`src/rtl/pll_lock_sequencer_pkg.sv`:
```
// Shared types for the PLL lock sequencer: state encoding visible on state_o
// and a small helper used to size the sequencing counter.
package pll_seq_pkg;

   localparam int STATE_W = 3;

   typedef enum logic [STATE_W-1:0] {
      RESET_PLL = 3'd0,
      WAIT_LOCK = 3'd1,
      STABILIZE = 3'd2,
      RUN       = 3'd3,
      FAULT     = 3'd4
   } state_t;

   function automatic int max3(input int a, input int b, input int c);
      int m;
      m = (a > b) ? a : b;
      return (m > c) ? m : c;
   endfunction

endpackage

```
`src/rtl/pll_lock_sequencer_sync_2ff.sv`:
```
// Two-flop synchronizer for asynchronous level inputs; both stages clear on
// reset so the first qualified sample after reset is always 0.
module sync_2ff #(
   parameter int WIDTH = 1
) (
   input  logic             clk,
   input  logic             reset_n,
   input  logic [WIDTH-1:0] d,
   output logic [WIDTH-1:0] q
);

   logic [WIDTH-1:0] meta_p0;
   logic [WIDTH-1:0] sync_p1;

   always_ff @(posedge clk) begin
      if (!reset_n) begin
         meta_p0 <= '0;
         sync_p1 <= '0;
      end else begin
         // stage 0: capture, stage 1: resolved output
         meta_p0 <= d;
         sync_p1 <= meta_p0;
      end
   end

   assign q = sync_p1;

endmodule

```
`src/rtl/pll_lock_sequencer.sv`:
```
// Brings up and recovers the PLL: pulses RESETB, qualifies LOCK, releases the
// downstream domain, retries on timeout and latches a fault after repeated failures.
module pll_lock_sequencer
   import pll_seq_pkg::*;
#(
   parameter int PLL_RESET_CYCLES = 16,
   parameter int LOCK_TIMEOUT     = 4096,
   parameter int STABLE_CYCLES    = 1024,
   parameter int MAX_RETRIES      = 3,
   localparam int RETRY_W = $clog2(MAX_RETRIES + 1)
) (
   input  logic               clk,
   input  logic               reset_n,
   input  logic               pll_locked,
   input  logic               relock,
   output logic               pll_resetb,
   output logic               ready,
   output logic               fault,
   output logic [STATE_W-1:0] state_o,
   output logic [RETRY_W-1:0] retry_count,
   output logic [7:0]         lock_loss_count
);

   localparam int CNT_W = $clog2(max3(PLL_RESET_CYCLES, LOCK_TIMEOUT, STABLE_CYCLES)) + 1;

   localparam logic [CNT_W-1:0]   CNT_ONE   = CNT_W'(1);
   localparam logic [CNT_W-1:0]   RST_LAST  = CNT_W'(PLL_RESET_CYCLES - 1);
   localparam logic [CNT_W-1:0]   TMO_LAST  = CNT_W'(LOCK_TIMEOUT - 1);
   localparam logic [CNT_W-1:0]   STB_LAST  = CNT_W'(STABLE_CYCLES - 1);
   localparam logic [RETRY_W-1:0] RETRY_MAX = RETRY_W'(MAX_RETRIES);
   localparam logic [7:0]         LOSS_MAX  = 8'hFF;

   state_t             state, state_nxt;
   logic [CNT_W-1:0]   cnt, cnt_nxt;
   logic [RETRY_W-1:0] retry_nxt, retry_inc;
   logic [7:0]         loss_nxt;
   logic               locked_s;

   sync_2ff #(
      .WIDTH (1)
   ) u_lock_sync (
      .clk     (clk),
      .reset_n (reset_n),
      .d       (pll_locked),
      .q       (locked_s)
   );

   assign retry_inc = retry_count + RETRY_W'(1);

   always_ff @(posedge clk) begin
      if (!reset_n) begin
         state           <= RESET_PLL;
         cnt             <= '0;
         retry_count     <= '0;
         lock_loss_count <= '0;
      end else begin
         state           <= state_nxt;
         cnt             <= cnt_nxt;
         retry_count     <= retry_nxt;
         lock_loss_count <= loss_nxt;
      end
   end

   // relock pre-empts every state transition, including a lock loss in RUN
   always_comb begin
      state_nxt = state;
      cnt_nxt   = cnt;
      retry_nxt = retry_count;
      loss_nxt  = lock_loss_count;
      if (relock) begin
         state_nxt = RESET_PLL;
         cnt_nxt   = '0;
         retry_nxt = '0;
      end else begin
         case (state)
            RESET_PLL: begin
               if (cnt == RST_LAST) begin
                  state_nxt = WAIT_LOCK;
                  cnt_nxt   = '0;
               end else begin
                  cnt_nxt = cnt + CNT_ONE;
               end
            end
            WAIT_LOCK: begin
               if (locked_s) begin
                  state_nxt = STABILIZE;
                  cnt_nxt   = '0;
               end else if (cnt == TMO_LAST) begin
                  retry_nxt = retry_inc;
                  state_nxt = (retry_inc == RETRY_MAX) ? FAULT : RESET_PLL;
                  cnt_nxt   = '0;
               end else begin
                  cnt_nxt = cnt + CNT_ONE;
               end
            end
            STABILIZE: begin
               // a glitch restarts the lock window but is not a failed attempt
               if (!locked_s) begin
                  state_nxt = WAIT_LOCK;
                  cnt_nxt   = '0;
               end else if (cnt == STB_LAST) begin
                  state_nxt = RUN;
                  cnt_nxt   = '0;
                  retry_nxt = '0;
               end else begin
                  cnt_nxt = cnt + CNT_ONE;
               end
            end
            RUN: begin
               if (!locked_s) begin
                  if (lock_loss_count != LOSS_MAX) begin
                     loss_nxt = lock_loss_count + 8'd1;
                  end
                  state_nxt = RESET_PLL;
                  cnt_nxt   = '0;
               end
            end
            FAULT: begin
               state_nxt = FAULT;
            end
            default: begin
               state_nxt = RESET_PLL;
               cnt_nxt   = '0;
            end
         endcase
      end
   end

   assign pll_resetb = (state != RESET_PLL) && (state != FAULT);
   assign ready      = (state == RUN);
   assign fault      = (state == FAULT);
   assign state_o    = state;

endmodule

```
`config.mk`:
```
export PLATFORM = sky130hd
export DESIGN_NAME = pll_lock_sequencer
export DESIGN_NICKNAME = d
export VERILOG_FILES = /design/src/rtl/pll_lock_sequencer_pkg.sv /design/src/rtl/pll_lock_sequencer_sync_2ff.sv /design/src/rtl/pll_lock_sequencer.sv
export SDC_FILE = /design/constraint.sdc
export NUM_CORES = 1
export LEC_CHECK = 0
export ABC_AREA = 1
export BUFFER_PORTS_ARGS = -buffer_cell sky130_fd_sc_hd__buf_4
export CORE_UTILIZATION = 55
export DETAILED_ROUTE_END_ITERATION = 7
export PLACE_DENSITY = 0.78
export SETUP_SLACK_MARGIN = 0.1
export SKIP_LAST_GASP = 1
export SLEW_MARGIN = 20
export SYNTH_ARGS = -nofsm -noshare
export SYNTH_HDL_FRONTEND = slang
export SYNTH_HIERARCHICAL = 1
export SYNTH_SLANG_ARGS = --single-unit
```
`constraint.sdc`:
```
create_clock -name clk -period 2.1 [get_ports clk]
set_input_delay 0.105 -clock clk [delete_from_list [all_inputs] [get_ports clk]]
set_output_delay 0.105 -clock clk [all_outputs]
set_load 0.005 [all_outputs]
```
==> results of run 1 <==
[synth_stat cells]
| cell | n |
|---|---|
| o21ai_1 | 1 |
| inv_1 | 28 |
| nor3_1 | 3 |
| o21ai_0 | 4 |
| nand4_2 | 1 |
| nand2_1 | 56 |
| buf_6 | 1 |
| xor2_1 | 9 |
| nand2_2 | 8 |
| nor2_1 | 29 |
| or2_0 | 1 |
| nand4_1 | 3 |
| xnor2_1 | 3 |
| dfxtp_1 | 28 |
| nand3_2 | 2 |
| nor2_2 | 9 |
| nor3_2 | 1 |
| inv_2 | 2 |
| a21oi_1 | 12 |
| o21bai_1 | 1 |
| ha_1 | 3 |
| nand3_1 | 13 |
[cell type report]
cell class	count	area, µm²
Clock buffer	4	36.3
Fill cell	232	805
Inverter	30	113
Multi-Input combinational cell	159	808
Sequential cell	28	561
Tap cell	30	37.5
Timing Repair Buffer	21	163
[power groups by stage]
stage	sequential (mW)	clock (mW)	combinational [mW]
after detailed placement	0.549	0	0.0247
final	0.538	0.264	0.0278
after global placement	0.549	0	0.0246
after global routing	0.539	0.290	0.0307
after floorplan	0.549	0	0.0177
after CTS	0.538	0.274	0.0278
[per-stage QoR]
stage	cell area, µm²	hold slack [ns]	power, mW	worst slack, ns
global route	1720	0.0795	0.860	0.309
detailed placement	1660	0.289	0.574	0.507
global placement	1660	0.284	0.574	0.553
floorplan	1490	0.198	0.566	0.685
finish	1720	0.0887	0.829	0.486
CTS	1720	0.0736	0.840	0.485
[worst max-delay path: stages (launching register included)]
cell	delay, ns
dfxtp_1	0.40
ha_1	0.21
nand3_2	0.12
nor2_2	0.17
nand2_1	0.10
nand2_2	0.11
nand4_2	0.11
nand2_2	0.24
nor2_1	0.07
[layer usage]
| metal | up-vias | routed length (µm) | GRT usage |
|---|---|---|---|
| met5 | - | 0 | 0 |
| met4 | 0 | 19 | 0.0385 |
| met3 | 2 | 72 | 0.0593 |
| met2 | 14 | 1230 | 0.368 |
| met1 | 561 | 1380 | 0.267 |
| li1 | 722 | - | - |
[state kept, by name (all words and copies together) (netlist names)]
register,cells
retry_count,2
u_lock_sync/meta_p0,1
cnt,13
state_o,3
lock_loss_count,8
u_lock_sync/q,1
[cells by family (layout without fill, tap and decap cells)]
group,Yosys count,count (layout),share of synthesized area
buffers and inverters,31,55,0.0830
adder cells (fa/ha/maj),3,3,0.0251
XOR/XNOR,12,12,0.0704
AO/OA/AOI/OAI,18,18,0.0620
flip-flops,28,28,0.376
AND/OR/NAND/NOR,126,126,0.384
[worst paths after layout]
kind,start,end,slack [ns],cells past startpoint
worst max-delay path,cnt[0],cnt[2],0.49,8
worst min-delay path,relock,retry_count[0],0.09,4
worst max register to register,cnt[0],cnt[2],0.49,8
worst min register to register,u_lock_sync/meta_p0,u_lock_sync/q,0.44,2
[repair_timing]
action | CTS | global route
endpoints found under the setup margin | 0 | 0
endpoints found under the hold margin | 2 | 0
hold buffers | 2 | 0
setup buffers | 0 | 0
==> impl_metrics.yaml, run 1 <==
power:
  p_leak_nw: 0.744
  p_clk_frac: 0.318
  power.switching_mw: 0.176
  seq_power_share: 0.649
  powerDensity_nw_per_um2: 483
  swShare: 0.213
  ir_worst_vdd_v: 0.000481
  power_frac_comb: 0.033
  intPower_mw: 0.653
status:
  status: "finished clean"
detailed_routing:
  drc: 0
  drtAntennaViolNets: 0
  finalWirelength_mm: 2.70
  wl_per_cell_um: 9.91
  avgViaCountPerCell: 4.78
  vias: 1299
  drt_pre_antenna_iters: 4
  first_iter_violations: 21
clock_network:
  numCtsBuffers: 3
  clock_path_buffers: 2
  cts-root-buf: "clkbuf_4"
  cts_num_sinks: 28
  worstSkewPairLatency_ns: 0.33
  cts_tree: "built"
  cts_htree_levels: 1
  cts_resized: 0
  clk_pin_slew_worst_paths_ns: 0.15
flow_run:
  cap_violations: 0
grt:
  antenna_found_initial: 0
  grt-ovfl-total: 0
  grt_pass1_vias: 1095
  grt_usage: 0.214
  grt_pass1_wl_mm: 4.51
  grt_max_degree: 16
final_layout:
  final_common_cell: "nand2_1"
  drive_above_1_share: 0.190
  most-common-layout-cells: "nand2_1, nor2_1, inv_1, dfxtp_1, buf_4"
  syn_to_final_growth_pct: 15.1
  stdcell_count: 272
  nets: 250
  antenna_cells: 0
  fin_util: 0.681
setup_path:
  crit_path_end_kind: "register"
  crit_fanout: 12
  cp.required_ns: 2.33
  arrival_ns: 1.85
  start_kind: "register"
  setup.worst_path.class: "reg -> reg"
logic_synthesis:
  synth_area_um2: 1490
  yosys-top-cells-area: "dfxtp_1, nand2_1, nor2_1"
  yosysSeqAreaShare: 0.376
  syn-mean-instance-area_um2: 6.85
  yosysTopAreaCell: "dfxtp_1"
  yosysWarnings: 6
  ys_ff_latch: 28
  synth.distinct_cells: 22
  yosysTopAreaCellShare: 0.376
  syn_inst: 218
  syn_nets: 225
die:
  row_count: 18
  io_pins: 20
  dieArea_um2: 2930
  initial_core_util: 0.592
  core_area_um2: 2520
  die_y_um: 54.1
  fp.dieW_um: 54.1
sta:
  finalSetupViolCount: 0
  setup_tns_ns: 0
  worst_slew_pin_slew_ns: 0.354
  rsz0062_at_grt: "false"
  finClkSkew_ns: 0.00432
  period_share: 0.769
  fmax_ghz: 0.619
  post-route-min-period_ns: 1.61
  slew-limit-headroom: 0.763
  finalMaxSlewViolations: 0
  hold_viol_final: 0
place:
  place.gp.congestion: 0.784
  hpwl_mm: 2.02
  numPortBuffers: 19
  dp.cells: 266
hold_path:
  hold_class: "in -> reg"
Power figures use the tool's default switching activity.
==> run 2: changes to the inputs <==
clock period = 1.5 ns   (was 2.1 ns; I/O delays follow)
==> run 2 against run 1 <==
Against the previous run: the run now ends with negative setup slack left; clock power rose by 52%; critical path depth did not move; cell count rose by 7.7%; wire length rose by 68%; register-to-register slack got worse by 0.51 ns; sequential power rose by 39%; total power rose by 46%; die area did not move; maximum frequency rose by 6.0%; critical path type unchanged; critical endpoint is now lock_loss_count[5]; largest power group unchanged.
==> impl_metrics.yaml, run 2 (same netlist as run 1, synthesis figures left out) <==
place:
  placed_area_um2: 1740
  numPortBuffers: 19
  hpwl_mm: 2.17
  place.gp.congestion: 0.922
  dp.cells: 276
clock_network:
  cts_htree_levels: 1
  cts-root-buf: "clkbuf_4"
  worstSkewPairLatency_ns: 0.35
  cts_num_sinks: 28
  numCtsBuffers: 3
  clk_pin_slew_worst_paths_ns: 0.16
  clock_path_buffers: 2
  cts_tree: "built"
hold_path:
  hold_class: "in -> reg"
die:
  core_area_um2: 2520
  fp.dieW_um: 54.1
  row_count: 18
  dieArea_um2: 2930
  io_pins: 20
  initial_core_util: 0.592
  die_y_um: 54.1
final_layout:
  syn_to_final_growth_pct: 38.6
  finalInstanceArea_um2: 2070
  nets: 271
  stdcell_count: 293
  most-common-layout-cells: "nand2_1, buf_4, inv_1"
  final_common_cell: "nand2_1"
  antenna_cells: 0
  drive_above_1_share: 0.384
  top_register: "cnt"
  largest_reg_flops: 13
  fin_util: 0.820
grt:
  grt_max_degree: 16
  grt_usage: 0.247
  grt_pass1_vias: 1243
  antenna_found_initial: 0
  grt-ovfl-total: 0
  grt_pass1_wl_mm: 5.20
power:
  powerDensity_nw_per_um2: 584
  p_leak_nw: 0.861
  ir_worst_vdd_v: 0.000726
  power_mw: 1.21
sta:
  finalMaxSlewViolations: 0
  fmax_ghz: 0.656
  worst_slew_pin_slew_ns: 0.452
  post-route-min-period_ns: 1.52
  finClkSkew_ns: 0.00565
  finalSetupViolCount: 2
  setup_tns_ns: -0.0434
  rsz0062_at_grt: "true"
  hold_viol_final: 0
  period_share: 1.02
  finalWorstSetupSlack_ns: -0.0235
  slew-limit-headroom: 0.698
detailed_routing:
  first_iter_violations: 89
  drtAntennaViolNets: 0
  vias: 1622
  finalWirelength_mm: 4.52
  drc: 0
  drt_pre_antenna_iters: 7
  wl_per_cell_um: 15.4
  avgViaCountPerCell: 5.54
status:
  violations: "negative setup slack"
  status: "finished, violations left"
setup_path:
  cp_slowest_cell: "dfxtp_4"
  path_buf_inv: 1
  crit_path_end_kind: "register"
  cp_top_family: "simple AND/OR/NAND/NOR gates"
  crit_chain: "ha_4 > nand3_2 > nor2_2 > nand3_1 > nand2_2 > buf_6 > nand2_1 > a21oi_1"
  cp.required_ns: 1.78
  arrival_ns: 1.81
  start_kind: "register"
  critPathMaxStageDelay_ns: 0.41
  crit_fanout: 6
  setup.worst_path.class: "reg -> reg"
flow_run:
  cap_violations: 0
run 2: metrics by stage:
stage	hold slack, ns	worst slack (ns)
floorplan	0.168	0.106
global placement	0.252	0.0368
detailed placement	0.264	-0.0541
CTS	0.0805	0.105
global route	0.0942	-0.0462
finish	0.0764	-0.0235
run 2: final timing paths:
kind	from	to	slack [ns]	cells after the start
worst max-delay path	lock_loss_count[1]	lock_loss_count[5]	-0.02	8
worst min-delay path	relock	state_o[1]	0.08	4
worst min register to register	u_lock_sync/meta_p0	u_lock_sync/q	0.47	2
worst max register to register	lock_loss_count[1]	lock_loss_count[5]	-0.02	8
run 2: power breakdown:
| group | internal [mW] | total, mW | switching [mW] |
|---|---|---|---|
| Combinational | 0.0260 | 0.0616 | 0.0356 |
| Sequential | 0.743 | 0.748 | 0.00565 |
| Clock | 0.149 | 0.400 | 0.251 |
| Total | 0.918 | 1.21 | 0.292 |
run 2: worst min-delay path, stage by stage:
cell	delay, ns
buf_4	0.10
nor2_2	0.10
nand3_1	0.10
a21oi_1	0.04
run 2: cell type report:
type / count / area, µm²
multi-input cells: 160 / 966
well taps: 30 / 37.5
clock buffers: 4 / 36.3
fillers: 151 / 453
flip-flops and latches: 28 / 589
inverters: 30 / 115
repair buffers: 41 / 325
run 2: repair_timing:
| action | CTS | global route |
|---|---|---|
| endpoints found under the hold margin | 4 | 0 |
| buffers inserted | 3 | 5 |
| cloned | 1 | 0 |
| endpoints found under the setup margin | 20 | 24 |
| pin swaps | 2 | 15 |
| hold buffers | 4 | 0 |
| resized for setup | 19 | 39 |
run 2: routing by layer:
metal,track usage,vias up,share of wire
li1,-,771,-
met1,0.326,721,0.42
met2,0.405,98,0.46
met3,0.0254,32,0.065
met4,0.103,0,0.054
met5,0,-,0
==> run 3: changes to the inputs <==
CORE_MARGIN = 2   (was unset)
==> run 3 against run 2 <==
Against the previous run: the run now ends clean; core utilization increased by 0.99 points; maximum frequency increased by 6.6%; setup slack improved by 0.095 ns; final area increased by 1.2%; global-route usage decreased by 3.0 points; non-clock buffer count increased by 2; critical path type unchanged; largest cell class unchanged; largest power group unchanged.
==> impl_metrics.yaml, run 3 (same netlist as run 1, synthesis figures left out) <==
sta:
  period_share: 0.953
  setup_tns_ns: 0
  finClkSkew_ns: 0.00286
  finalSetupViolCount: 0
  finalWorstSetupSlack_ns: 0.0712
  hold_viol_final: 0
  worst_slew_pin_slew_ns: 0.401
  slew-limit-headroom: 0.732
  fmax_ghz: 0.700
  post-route-min-period_ns: 1.43
  rsz0062_at_grt: "true"
  finalMaxSlewViolations: 0
setup_path:
  startpoint: "u_lock_sync/q"
  crit_fanout: 5
  start_kind: "register"
  setup.worst_path.class: "reg -> reg"
  reg2reg_depth: 7
  reg2reg_to: "cnt[2]"
  cp.required_ns: 1.74
  crit_path_end_kind: "register"
  arrival_ns: 1.66
  r2r_start: "u_lock_sync/q"
  r2r_slack_ns: 0.07
grt:
  grt-ovfl-total: 0
  grt_usage: 0.217
  antenna_found_initial: 0
  grt_pass1_wl_mm: 5.55
  grt_pass1_vias: 1300
  grt_max_degree: 16
clock_network:
  numCtsBuffers: 3
  cts_num_sinks: 28
  worstSkewPairLatency_ns: 0.33
  clock_path_buffers: 2
  cts_tree: "built"
  cts_htree_levels: 1
  cts-root-buf: "clkbuf_4"
  clk_pin_slew_worst_paths_ns: 0.16
power:
  seq_power_share: 0.632
  ir_worst_vdd_v: 0.000504
  power_frac_comb: 0.049
  power.switching_mw: 0.266
  p_leak_nw: 0.888
  p_clk_frac: 0.320
  swShare: 0.226
  intPower_mw: 0.913
  powerDensity_nw_per_um2: 563
hold_path:
  hold_depth: 4
  hold_class: "in -> reg"
  hold_end: "retry_count[0]"
  holdCritStartpoint: "relock"
final_layout:
  largest_reg_flops: 13
  top_register: "cnt"
  drive_above_1_share: 0.385
  most-common-layout-cells: "nand2_1, buf_4, inv_1"
  final_common_cell: "nand2_1"
  syn_to_final_growth_pct: 40.3
  antenna_cells: 0
  nets: 273
die:
  die_y_um: 56.1
  fp.dieW_um: 56.1
  initial_core_util: 0.592
  core_area_um2: 2520
  io_pins: 20
  row_count: 18
  dieArea_um2: 3150
place:
  pre_cts_slack_ns: -0.0211
  numPortBuffers: 19
  place.gp.congestion: 0.860
  hpwl_mm: 2.28
detailed_routing:
  drt_pre_antenna_iters: 4
  first_iter_violations: 73
  finalWirelength_mm: 3.91
  vias: 1511
  drtAntennaViolNets: 0
  avgViaCountPerCell: 5.12
  wl_per_cell_um: 13.2
  drc: 0
flow_run:
  cap_violations: 0
status:
  status: "finished clean"
==> run 3: area by class of cell <==
class | instances | area, µm²
multi-input combinational | 160 | 977
sequential | 28 | 594
fill | 148 | 428
timing repair buffer | 43 | 334
inverter | 30 | 115
tap | 30 | 37.5
clock buffer | 4 | 36.3
==> run 3: metal layers <==
layer  global-route usage  wire length, µm
met2                0.356             1950
met1                0.289             1760
met5                    0                0
met3               0.0279              131
met4               0.0816               66
==> run 3: worst max path at each step <==
stage | to | slack [ns] | depth (start not counted)
4_1_cts | retry_count[1] | 0.10 | 6
6_report | cnt[2] | 0.07 | 7
5_1_grt | state_o[2] | -0.02 | 9
3_3_place_gp | cnt[10] | 0.05 | 8
2_1_floorplan | cnt[5] | 0.11 | 9
3_5_place_dp | cnt[5] | -0.02 | 8
==> run 3: critical path, stage by stage (launching register included) <==
cell     delay [ns]
dfxtp_2        0.43
nand4_1        0.19
nand2_4        0.16
inv_1          0.10
buf_4          0.16
nand2_1        0.07
xor2_1         0.16
nor2_1         0.07
==> run 3: power groups by stage <==
stage	clock [mW]	sequential [mW]	combinational, mW
finish	0.377	0.744	0.0574
global route	0.420	0.745	0.0623
floorplan	0	0.768	0.0248
detailed placement	0	0.768	0.0402
global placement	0	0.768	0.0389
CTS	0.389	0.752	0.0517
==> run 3: repair_timing <==
| action | CTS | global route |
|---|---|---|
| cloned | 1 | 0 |
| resized for setup | 22 | 39 |
| pin swaps | 5 | 15 |
| setup buffers | 2 | 8 |
| hold buffers | 3 | 0 |
| setup endpoints to repair | 19 | 25 |
| endpoints found under the hold margin | 4 | 0 |
==> run 3: through the flow <==
stage | hold WS, ns | power, mW | instance area (µm²) | instances | utilization
6_report | 0.0805 | 1.18 | 2090 | 295 | 0.830
5_1_grt | 0.0943 | 1.23 | 2090 | 295 | 0.830
3_3_place_gp | 0.251 | 0.807 | 1740 | 277 | 0.691
2_1_floorplan | 0.168 | 0.793 | 1490 | 218 | -
4_1_cts | 0.0758 | 1.19 | 1900 | 287 | 0.753
3_5_place_dp | 0.257 | 0.809 | 1740 | 277 | 0.691
